### src/rtl/sync_gate_pkg.sv
// sync_gate_pkg: one-hot state encoding shared by the sequencer and downstream decode logic
package sync_gate_pkg;
  localparam int NSTATES = 5;
  localparam int S_IDLE  = 0;
  localparam int S_SYNC  = 1;
  localparam int S_GATE  = 2;
  localparam int S_DRAIN = 3;
  localparam int S_DONE  = 4;
  typedef logic [NSTATES-1:0] state_t;
  localparam state_t ST_IDLE  = state_t'(1 << S_IDLE);
  localparam state_t ST_SYNC  = state_t'(1 << S_SYNC);
  localparam state_t ST_GATE  = state_t'(1 << S_GATE);
  localparam state_t ST_DRAIN = state_t'(1 << S_DRAIN);
  localparam state_t ST_DONE  = state_t'(1 << S_DONE);
endpackage

### src/rtl/sgs_down_counter.sv
// sgs_down_counter: loadable down counter that stops at zero (in: load, load_val, dec_en; out: cnt, zero)
module sgs_down_counter #(
  parameter int CNT_W = 5
) (
  input  logic             clk,
  input  logic             rst,
  input  logic             load,
  input  logic [CNT_W-1:0] load_val,
  input  logic             dec_en,
  output logic [CNT_W-1:0] cnt,
  output logic             zero
);
  assign zero = cnt == '0;
  always_ff @(posedge clk)
    if (rst) cnt <= '0;
    else if (load) cnt <= load_val;
    else if (dec_en && !zero) cnt <= cnt - 1'b1;
endmodule

### src/rtl/sync_gate_sequencer.sv
// sync_gate_sequencer: Sync/Gate/Done handshake sequencer (in: start, abort, sync_ack, hold, drain_empty; out: Sync, Gate, Done, busy, err, aborted, prev_state)
module sync_gate_sequencer
  import sync_gate_pkg::*;
#(
  parameter int SYNC_TIMEOUT = 16,
  parameter int GATE_CYCLES  = 8,
  parameter int CNT_W        = 5
) (
  input  logic       clk,
  input  logic       rst,
  input  logic       start,
  input  logic       abort,
  input  logic       sync_ack,
  input  logic       hold,
  input  logic       drain_empty,
  output logic       Sync,
  output logic       Gate,
  output logic       Done,
  output logic       busy,
  output logic       err,
  output logic       aborted,
  output logic [4:0] prev_state
);
  state_t state, nxt;
  logic load, dec, zero, err_n, abt_n;
  logic [CNT_W-1:0] load_val, cnt;
  logic unused_cnt;
  assign unused_cnt = ^cnt;
  sgs_down_counter #(.CNT_W(CNT_W)) u_cnt (
    .clk(clk), .rst(rst), .load(load), .load_val(load_val), .dec_en(dec), .cnt(cnt), .zero(zero)
  );
  always_ff @(posedge clk)
    if (rst) begin
      state   <= ST_IDLE;
      err     <= 1'b0;
      aborted <= 1'b0;
    end else begin
      state   <= nxt;
      err     <= err_n;
      aborted <= abt_n;
    end
  always_comb begin
    nxt      = ST_IDLE;
    load     = 1'b0;
    load_val = '0;
    dec      = 1'b0;
    err_n    = 1'b0;
    abt_n    = 1'b0;
    if (!$onehot(state)) nxt = ST_IDLE;
    else if (abort && !state[S_IDLE]) abt_n = 1'b1;
    else if (state[S_IDLE]) begin
      nxt      = start ? ST_SYNC : ST_IDLE;
      load     = start;
      load_val = CNT_W'(SYNC_TIMEOUT - 1);
    end else if (state[S_SYNC]) begin
      nxt      = sync_ack ? ST_GATE : zero ? ST_IDLE : ST_SYNC;
      load     = sync_ack;
      load_val = CNT_W'(GATE_CYCLES - 1);
      dec      = !sync_ack;
      err_n    = !sync_ack && zero;
    end else if (state[S_GATE]) begin
      nxt = (hold || !zero) ? ST_GATE : ST_DRAIN;
      dec = !hold;
    end else if (state[S_DRAIN]) nxt = drain_empty ? ST_DONE : ST_DRAIN;
  end
  always_comb begin
    Sync       = state[S_SYNC];
    Gate       = state[S_GATE];
    Done       = state[S_DONE];
    busy       = state != ST_IDLE;
    prev_state = state;
  end
endmodule

### config.mk
export PLATFORM = sky130hd
export DESIGN_NAME = sync_gate_sequencer
export DESIGN_NICKNAME = d
export VERILOG_FILES = /design/src/rtl/sync_gate_pkg.sv /design/src/rtl/sgs_down_counter.sv /design/src/rtl/sync_gate_sequencer.sv
export SDC_FILE = /design/constraint.sdc
export NUM_CORES = 1
export LEC_CHECK = 0
export CORE_ASPECT_RATIO = 0.7
export CORE_UTILIZATION = 35
export CTS_CLUSTER_DIAMETER = 50
export DETAILED_ROUTE_END_ITERATION = 7
export SYNTH_ARGS = -nofsm -noshare
export SYNTH_HDL_FRONTEND = slang
export SYNTH_SLANG_ARGS = --single-unit
### constraint.sdc
create_clock -name clk -period 6.2 [get_ports clk]
set_input_delay 1.86 -clock clk [delete_from_list [all_inputs] [get_ports clk]]
set_output_delay 1.86 -clock clk [all_outputs]
set_load 0.01 [all_outputs]
==> run_results.csv, run 1 <==
group,metric,value,unit
sta,rsz0062_at_grt,"false",
sta,drv_slew,0,
flow_run,drv_cap,0,
drt,vias,713,
synthesis,synth_flop_cell,"dfxtp_1",
synthesis,synth.distinct_cells,41,
critical_path,end_kind,"output port",
synthesis,yosysWarnings,0,
grt,grt_pass1_wl,2925,um
cells_and_area,fill_cells,239,
clock_network,cts_tree,"yes",
synthesis,netlist_area,843.3,um2
cells_and_area,nets,125,
clock_network,cts-resized-gates,0,
synthesis,ys_seq_area_frac,0.2849,
grt,grt-ovfl-total,0,
cells_and_area,area_growth,24.63,%
power_and_ir_drop,p_total,0.0002363,W
drt,remaining_drc_errors,0,
sta,fin_skew,0.004932,ns
sta,max_clock_freq,263.3,MHz
critical_path,critPathArrivalTime,1.94,ns
drt,wire_per_inst,12.86,um
drt,antenna_left,0,
power_and_ir_drop,leakagePower,0.3994,nW
min_path,whs_path_depth,2,
grt,grt_max_degree,12,
placed_design,dpl.hpwl,1408,um
power_and_ir_drop,ir_worst_vdd,0.00006127,V
clock_network,clk_latency,0.28,ns
critical_path,startpoint_type,"flop",
critical_path,critPathKind,"reg2out",
synthesis,ys_ff_latch,12,
die,dieArea,2613,um2
cells_and_area,drive_gt1_frac,0.09174,
clock_network,clkSlewWorstSetupHoldPaths,0.09,ns
synthesis,netlist_instances,93,
clock_network,numCtsBuffers,3,
min_path,hold_path_class,"reg2reg",
power_and_ir_drop,internal_power,0.0001556,W
critical_path,critPathRequiredTime,4.34,ns
placed_design,routabilityCongestion,0.8244,
run_status,status,"complete, no violations",
die,core_area,2207,um2
placed_design,numPortBuffers,17,
synthesis,syn_nets,108,
power_and_ir_drop,clkPwrFrac,0.278,
die,initial_utilization,0.3821,
critical_path,rr_worst_depth,9,
clock_network,clk_path_buf_depth,2,
clock_network,post-cts-setup-buffer-count,0,
cells_and_area,antenna_cells,0,
sta,fin_crit_sh,0.6127,
clock_network,root_buffer,"clkbuf_4",
power_and_ir_drop,switching_share,0.3414,
die,fp.dieW,60.67,um
sta,final.min_clock_period,3.799,ns
sta,worst_slack,2.401,ns
grt,antenna_found_initial,0,
synthesis,async_flop_share,0,
power_and_ir_drop,power.switching,0.00008069,W
critical_path,path_cells,"inv_1, ha_1, nand4_1, clkdlybuf4s50_1",
synthesis,synth.avg_cell_area,9.068,um2
power_and_ir_drop,pwr-share-comb,0.331,
sta,setup_viol,0,
die,rows,14,
placed_design,dp_slack,2.727,ns
critical_path,crit_fanout,11,
critical_path,cp_slowest_stage_delay,0.58,ns
clock_network,cts.sinks,12,
power_and_ir_drop,seqPwrFrac,0.391,
cells_and_area,post-route-util,0.4762,
sta,max-slew-margin-rel,0.7244,
drt,wl,1813,um
sta,tightest_slew,0.4129,ns
drt,drtIter0Drc,24,
grt,grt_pass1_vias,603,
critical_path,crit_slowest_cell,"dfxtp_1",
die,fp.dieH,43.07,um
clock_network,hold_buffers,0,
sta,tns,0,ns
synthesis,synth_edf_count,0,
die,io_pins,18,
sta,finalHoldViolations,0,
power_and_ir_drop,power.density,224.9,nW/um2
drt,first_pass_iters,4,
clock_network,cts.htree.levels,1,
grt,grtUsageTotal,0.1498,
drt,viasPerCell,5.057,
path summary, 6_finish.rpt:
path            startpoint            end  slack, ns
max          prev_state[1]           busy       2.40
max reg2reg  prev_state[1]  prev_state[3]       3.08
min          prev_state[3]  prev_state[4]       0.48
min reg2reg  prev_state[3]  prev_state[4]       0.48
per-layer routing:
| metal | GRT usage | share of wire | vias up |
|---|---|---|---|
| li1 | - | - | 363 |
| met1 | 0.2533 | 0.56 | 330 |
| met2 | 0.1802 | 0.40 | 20 |
| met3 | 0.03049 | 0.041 | 0 |
| met4 | 0.04091 | 0 | 0 |
| met5 | 0 | 0 | - |
stage by stage:
step	hold slack (ns)	instances	instance area [um2]
after detailed placement	0.4717	137	1015
after global routing	0.5033	141	1051
after floorplan	0.4479	93	843.3
after global placement	0.4695	137	1015
after CTS	0.4818	141	1051
final	0.4805	141	1051
registers in the layout (all words and copies together), names as in the netlist:
signal,count
err,1
u_cnt.cnt,5
prev_state,5
aborted,1
cell type report:
cell class	count	area (um2)	area share
Clock buffer	4	36.28	0.03452
Inverter	10	37.54	0.03571
Multi-Input combinational cell	66	526.8	0.5012
Sequential cell	12	240.2	0.2286
Tap cell	32	40.04	0.03810
Timing Repair Buffer	17	170.2	0.1619
Yosys cell counts (2+ instances only):
cell type | instances | area [um2]
nand2_1 | 6 | 22.52
inv_1 | 10 | 37.54
nand3_1 | 2 | 10.01
o21ai_0 | 5 | 25.02
dfxtp_1 | 12 | 240.2
buf_4 | 3 | 22.52
a21oi_1 | 2 | 10.01
nor2_1 | 4 | 15.01
ha_1 | 6 | 75.07
fa_1 | 2 | 40.04
nor2b_1 | 2 | 12.51
or3_1 | 4 | 25.02
nor3_1 | 4 | 20.02
nor4_1 | 2 | 12.51
and2_1 | 2 | 12.51
a41oi_1 | 2 | 17.52
critical path, delay by kind of cell, from the launching register on:
kind / cells / cell delay, ns
DFF: 1 / 0.58
buffers and inverters: 2 / 0.75
adders and majority gates: 1 / 0.24
and+or+nand+nor: 1 / 0.09
cell usage in the layout (no fill, tap or decap), types with 2 or more instances in the layout:
cell             instances
clkdlybuf4s50_1         17
nor3_1                   4
nand3_1                  2
nor2b_1                  2
ha_1                     6
a41oi_1                  2
clkbuf_4                 3
nor2_1                   4
a21oi_1                  2
dfxtp_1                 12
inv_1                   10
fa_1                     2
or3_1                    4
nand2_1                  6
nor4_1                   2
o21ai_0                  5
and2_1                   2
power by group through the flow:
stage / clock [W] / combinational, W / sequential (W)
after global routing: 0.0000689 / 0.0000877 / 0.0000936
final: 0.0000656 / 0.0000783 / 0.0000924
after detailed placement: 0 / 0.0000775 / 0.0000940
after floorplan: 0 / 0.0000565 / 0.0000916
after global placement: 0 / 0.0000777 / 0.0000939
after CTS: 0.0000660 / 0.0000779 / 0.0000920
kinds of logic after synthesis:
kind of cell	synth area share
compound gates	0.1795
fa+ha+maj	0.1365
buf+inv	0.09050
flops	0.2849
simple gates	0.3086
(Power assumes the default switching activity.)
==> run 2: changes to the inputs <==
clock period = 3.63 ns   (was 6.2 ns; I/O delays follow)
==> run 2 against run 1 <==
Net effect: sequential power up 68%; register-to-register slack worse by 2.5 ns; wire length up 2.8%; critical endpoint is now prev_state[3].
==> run_results.csv, run 2 (synthesized netlist as in run 1, its figures left out) <==
group,metric,value,unit
placed_design,numPortBuffers,17,
clock_network,numCtsBuffers,3,
power_and_ir_drop,pwr-share-comb,0.366,
grt,grt-ovfl-total,0,
clock_network,cts.sinks,12,
critical_path,path_delay_family,"adder cells",
sta,whs,0.4813,ns
grt,grt_max_degree,11,
clock_network,clk_path_buf_depth,2,
cells_and_area,fill_cells,231,
cells_and_area,nets,126,
flow_run,drv_cap,0,
grt,grtUsageTotal,0.1575,
drt,wl_met1,1020,um
drt,viasPerCell,5.121,
critical_path,crit_fanout,7,
cells_and_area,final_cells,141,
power_and_ir_drop,clkPwrFrac,0.219,
grt,antenna_found_initial,0,
sta,fin_skew,0.001466,ns
cells_and_area,drive_gt1_frac,0.09174,
drt,vias,722,
sta,final.min_clock_period,3.037,ns
sta,setup_viol,0,
power_and_ir_drop,ir_worst_vdd,0.0001573,V
clock_network,post-cts-setup-buffer-count,0,
cells_and_area,area_growth,23.89,%
power_and_ir_drop,internal_power,0.0002444,W
die,rows,14,
clock_network,cts.htree.levels,1,
power_and_ir_drop,power.density,358.2,nW/um2
clock_network,hold_buffers,0,
sta,max-slew-margin-rel,0.7664,
sta,fin_crit_sh,0.8366,
sta,tns,0,ns
drt,wire_per_inst,13.22,um
critical_path,cp_slowest_stage_delay,0.53,ns
die,io_pins,18,
placed_design,dpl.hpwl,1520,um
power_and_ir_drop,switching_share,0.3468,
power_and_ir_drop,power.switching,0.0001298,W
sta,finalHoldViolations,0,
cells_and_area,seq_area,240.2,um2
die,fp.dieH,43.07,um
sta,drv_slew,0,
sta,tightest_slew,0.3500,ns
clock_network,clkSlewWorstSetupHoldPaths,0.07,ns
min_path,hold_path_class,"reg2reg",
critical_path,critPathKind,"reg2reg",
critical_path,end_kind,"flop",
drt,antenna_left,0,
grt,grt_pass1_wl,2980,um
die,fp.dieW,60.67,um
critical_path,crit_slowest_cell,"dfxtp_1",
die,initial_utilization,0.3821,
clock_network,cts-resized-gates,0,
grt,grt_pass1_vias,641,
die,core_area,2207,um2
cells_and_area,final_common_cell,"clkdlybuf4s50_1",
critical_path,critPathBufInv,3,
sta,rsz0062_at_grt,"false",
clock_network,cts_tree,"yes",
critical_path,startpoint_type,"flop",
power_and_ir_drop,leakagePower,0.3975,nW
power_and_ir_drop,seqPwrFrac,0.415,
cells_and_area,multi_input_area,526.8,um2
drt,first_pass_iters,4,
placed_design,dp.cells,138,
drt,drtIter0Drc,16,
run_status,status,"complete, no violations",
drt,dr_wl_met3,77,um
placed_design,routabilityCongestion,0.8518,
drt,remaining_drc_errors,0,
die,dieArea,2613,um2
sta,max_clock_freq,329.3,MHz
cells_and_area,antenna_cells,0,
clock_network,root_buffer,"clkbuf_4",
critical_path,crit_top_cell,"inv_1",
drt,wl,1864,um
critical_path,critPathRequiredTime,3.81,ns
clock_network,clk_latency,0.27,ns
critical_path,critPathArrivalTime,3.22,ns
drt,met2_length,759,um
critical_path,path_cells,"inv_1, fa_1, fa_1, inv_1, ha_1, or3_1, nor2_1, inv_1, nor4bb_1",
cells_and_area,mostFrequentLayoutCells,"clkdlybuf4s50_1, dfxtp_1, inv_1",
drt,routed.top_layer,"met4",
==> run 2: changes by cell type in the layout (fill, tap and decap cells not counted), sizes merged <==
cell | previous run | this run
clkbuf | 4 | 3
buf | 0 | 1
==> run 2: tightest hold or removal path, stage by stage, from the launching register on <==
cell	delay (ns)
dfxtp_1	0.32
o31ai_1	0.06
a21oi_1	0.06
==> run 2: path summary, 6_finish.rpt <==
kind                                       to  slack, ns          start  cells after the start
worst max-delay path            prev_state[3]       0.59  prev_state[0]                      9
worst min-delay path             u_cnt.cnt[4]       0.48   u_cnt.cnt[4]                      2
worst max register to register  prev_state[3]       0.59  prev_state[0]                      9
worst min register to register   u_cnt.cnt[4]       0.48   u_cnt.cnt[4]                      2
==> run 2: power groups by stage <==
stage                     Combinational (W)  Sequential [W]  Clock [W]
after floorplan                   0.0000965        0.000156          0
after global placement             0.000138        0.000158          0
after detailed placement           0.000137        0.000158          0
after CTS                          0.000138        0.000155  0.0000842
after global routing               0.000151        0.000156  0.0000937
final                              0.000137        0.000155  0.0000819
==> run 2: per-stage QoR <==
stage,instance area [um2],utilization,power (W),setup slack (ns)
6_report,1045,0.4734,0.0003742,0.5932
5_1_grt,1045,0.4734,0.0004008,0.4094
4_1_cts,1045,0.4734,0.0003766,0.5553
3_5_place_dp,1022,0.4632,0.0002947,0.5760
3_3_place_gp,1022,0.4632,0.0002958,0.7045
2_1_floorplan,843.3,-,0.0002530,0.8063
==> run 2: metal layers <==
| layer | GRT usage | vias up |
|---|---|---|
| li1 | - | 365 |
| met1 | 0.2239 | 337 |
| met2 | 0.2220 | 17 |
| met3 | 0.06098 | 3 |
| met4 | 0.03636 | 0 |
| met5 | 0 | - |
==> run 2: layout make-up <==
| cell class | count | share of cell area |
|---|---|---|
| multi-input cells | 66 | 0.5042 |
| clock buffers | 3 | 0.02156 |
| inverters | 10 | 0.03593 |
| flip-flops and latches | 12 | 0.2299 |
| repair buffers | 18 | 0.1701 |
| well taps | 32 | 0.03832 |
==> run 3: changes to the inputs <==
clock period = 2.9 ns   (was 3.63 ns; I/O delays follow)
==> run 3 against run 2 <==
Net effect: worst setup slack worse by 0.38 ns; clock power rose by 25%; fmax is 13% higher; via count is 0.42% lower; hold slack improved by 0.0086 ns; sequential share of layout area shrank 0.46 points; clock skew down 0.0010 ns; critical path depth stayed put; cell count rose by 0.71%; non-clock buffer count increased by 1.
==> run_results.csv, run 3 (synthesized netlist as in run 1, its figures left out) <==
group,metric,value,unit
die,io_pins,18,
clock_network,clk_path_buf_depth,2,
drt,remaining_drc_errors,0,
cells_and_area,nets,127,
critical_path,rr_startpoint,"prev_state[3]",
run_status,status,"complete, no violations",
die,dieArea,2613,um2
critical_path,rr_worst_depth,9,
critical_path,crit-reg2reg-capture,"u_cnt.cnt[4]",
clock_network,numCtsBuffers,3,
critical_path,crit_fanout,4,
power_and_ir_drop,leakagePower,0.4014,nW
grt,grt-ovfl-total,0,
die,core_area,2207,um2
critical_path,startpoint,"prev_state[3]",
die,rows,14,
clock_network,cts.htree.levels,1,
critical_path,worst-r2r-setup-slack,0.21,ns
die,fp.dieH,43.07,um
power_and_ir_drop,power.density,447.8,nW/um2
sta,whs,0.4898,ns
critical_path,startpoint_type,"flop",
grt,grtUsageTotal,0.1640,
clock_network,clk_latency,0.27,ns
drt,antenna_left,0,
critical_path,worstSetupEndpoint,"u_cnt.cnt[4]",
grt,grt_pass1_wl,3098,um
drt,viasPerCell,5.063,
drt,wire_per_inst,13.39,um
critical_path,critPathKind,"reg2reg",
sta,setup_viol,0,
die,fp.dieW,60.67,um
sta,fin_skew,0.0004702,ns
clock_network,post-cts-setup-buffer-count,0,
clock_network,cts-resized-gates,0,
power_and_ir_drop,p_total,0.0004774,W
cells_and_area,final_common_cell,"clkdlybuf4s50_1",
drt,drtIter0Drc,45,
sta,rsz0062_at_grt,"false",
drt,first_pass_iters,4,
power_and_ir_drop,switching_share,0.3471,
min_path,hold_path_class,"reg2reg",
power_and_ir_drop,ir_worst_vdd,0.0001792,V
placed_design,routabilityCongestion,0.8012,
flow_run,drv_cap,0,
sta,finalHoldViolations,0,
critical_path,critPathArrivalTime,2.90,ns
drt,wl,1901,um
power_and_ir_drop,seqPwrFrac,0.400,
grt,grt_pass1_vias,646,
sta,tightest_slew,0.3010,ns
clock_network,hold_buffers,0,
sta,max_clock_freq,371.9,MHz
power_and_ir_drop,power.switching,0.0001657,W
power_and_ir_drop,internal_power,0.0003117,W
clock_network,root_buffer,"clkbuf_4",
clock_network,cts.sinks,12,
grt,antenna_found_initial,0,
die,initial_utilization,0.3821,
sta,worst_slack,0.2113,ns
power_and_ir_drop,pwr-share-comb,0.386,
clock_network,clkSlewWorstSetupHoldPaths,0.07,ns
critical_path,critPathRequiredTime,3.11,ns
sta,final.min_clock_period,2.689,ns
placed_design,numPortBuffers,17,
cells_and_area,antenna_cells,0,
placed_design,dpl.hpwl,1514,um
drt,vias,719,
power_and_ir_drop,clkPwrFrac,0.214,
cells_and_area,mostFrequentLayoutCells,"clkdlybuf4s50_1, dfxtp_1, inv_1",
grt,grt_max_degree,11,
cells_and_area,drive_gt1_frac,0.1273,
sta,tns,0,ns
clock_network,cts_tree,"yes",
sta,max-slew-margin-rel,0.7980,
cells_and_area,area_growth,26.41,%
sta,drv_slew,0,
sta,fin_crit_sh,0.9271,
min_path,min_from,"u_cnt.cnt[4]",
placed_design,dp_slack,0.09379,ns
critical_path,end_kind,"flop",
==> run 3: how the worst min path moves through the flow <==
| stage | depth (start not counted) | slack, ns | end |
|---|---|---|---|
| after global placement | 2 | 0.47 | u_cnt.cnt[4] |
| after global routing | 2 | 0.51 | u_cnt.cnt[4] |
| final | 2 | 0.49 | u_cnt.cnt[4] |
| after floorplan | 2 | 0.45 | u_cnt.cnt[4] |
| after detailed placement | 2 | 0.48 | u_cnt.cnt[4] |
| after CTS | 2 | 0.49 | u_cnt.cnt[4] |
==> run 3: power groups by stage <==
stage	Combinational [W]	Sequential (W)	Clock (W)
after global placement	0.000178	0.000193	0
final	0.000184	0.000191	0.000102
after floorplan	0.000121	0.000196	0
after detailed placement	0.000178	0.000194	0
after global routing	0.000207	0.000193	0.000112
after CTS	0.000180	0.000190	0.000106
==> run 3: layout make-up <==
cell class / instances / area, um2
clock buffer: 3 / 22.52
fill: 223 / 1141
inverter: 10 / 37.54
multi-input combinational: 66 / 540.5
sequential: 12 / 240.2
tap: 32 / 40.04
timing repair buffer: 19 / 185.2
==> run 3: critical path, stage by stage (launching register included) <==
cell      delay, ns
dfxtp_1        0.39
inv_1          0.11
fa_1           0.46
fa_1           0.37
inv_1          0.06
ha_1           0.23
nor3_1         0.28
nand3b_1       0.16
or4_1          0.41
a21oi_1        0.14
==> run 3: through the flow <==
stage	util	std cells	area, um2
after global routing	0.4830	142	1066
after CTS	0.4768	142	1052
final	0.4830	142	1066
after floorplan	-	93	843.3
after global placement	0.4666	139	1030
after detailed placement	0.4666	139	1030
==> run 3: layer usage <==
layer  track usage  share of wire  vias to the layer above
met2        0.2044           0.40                       20
met4       0.04091         0.0079                        0
met3       0.04573          0.046                        2
met5             0              0                        -
li1              -              -                      366
met1        0.2648           0.55                      331
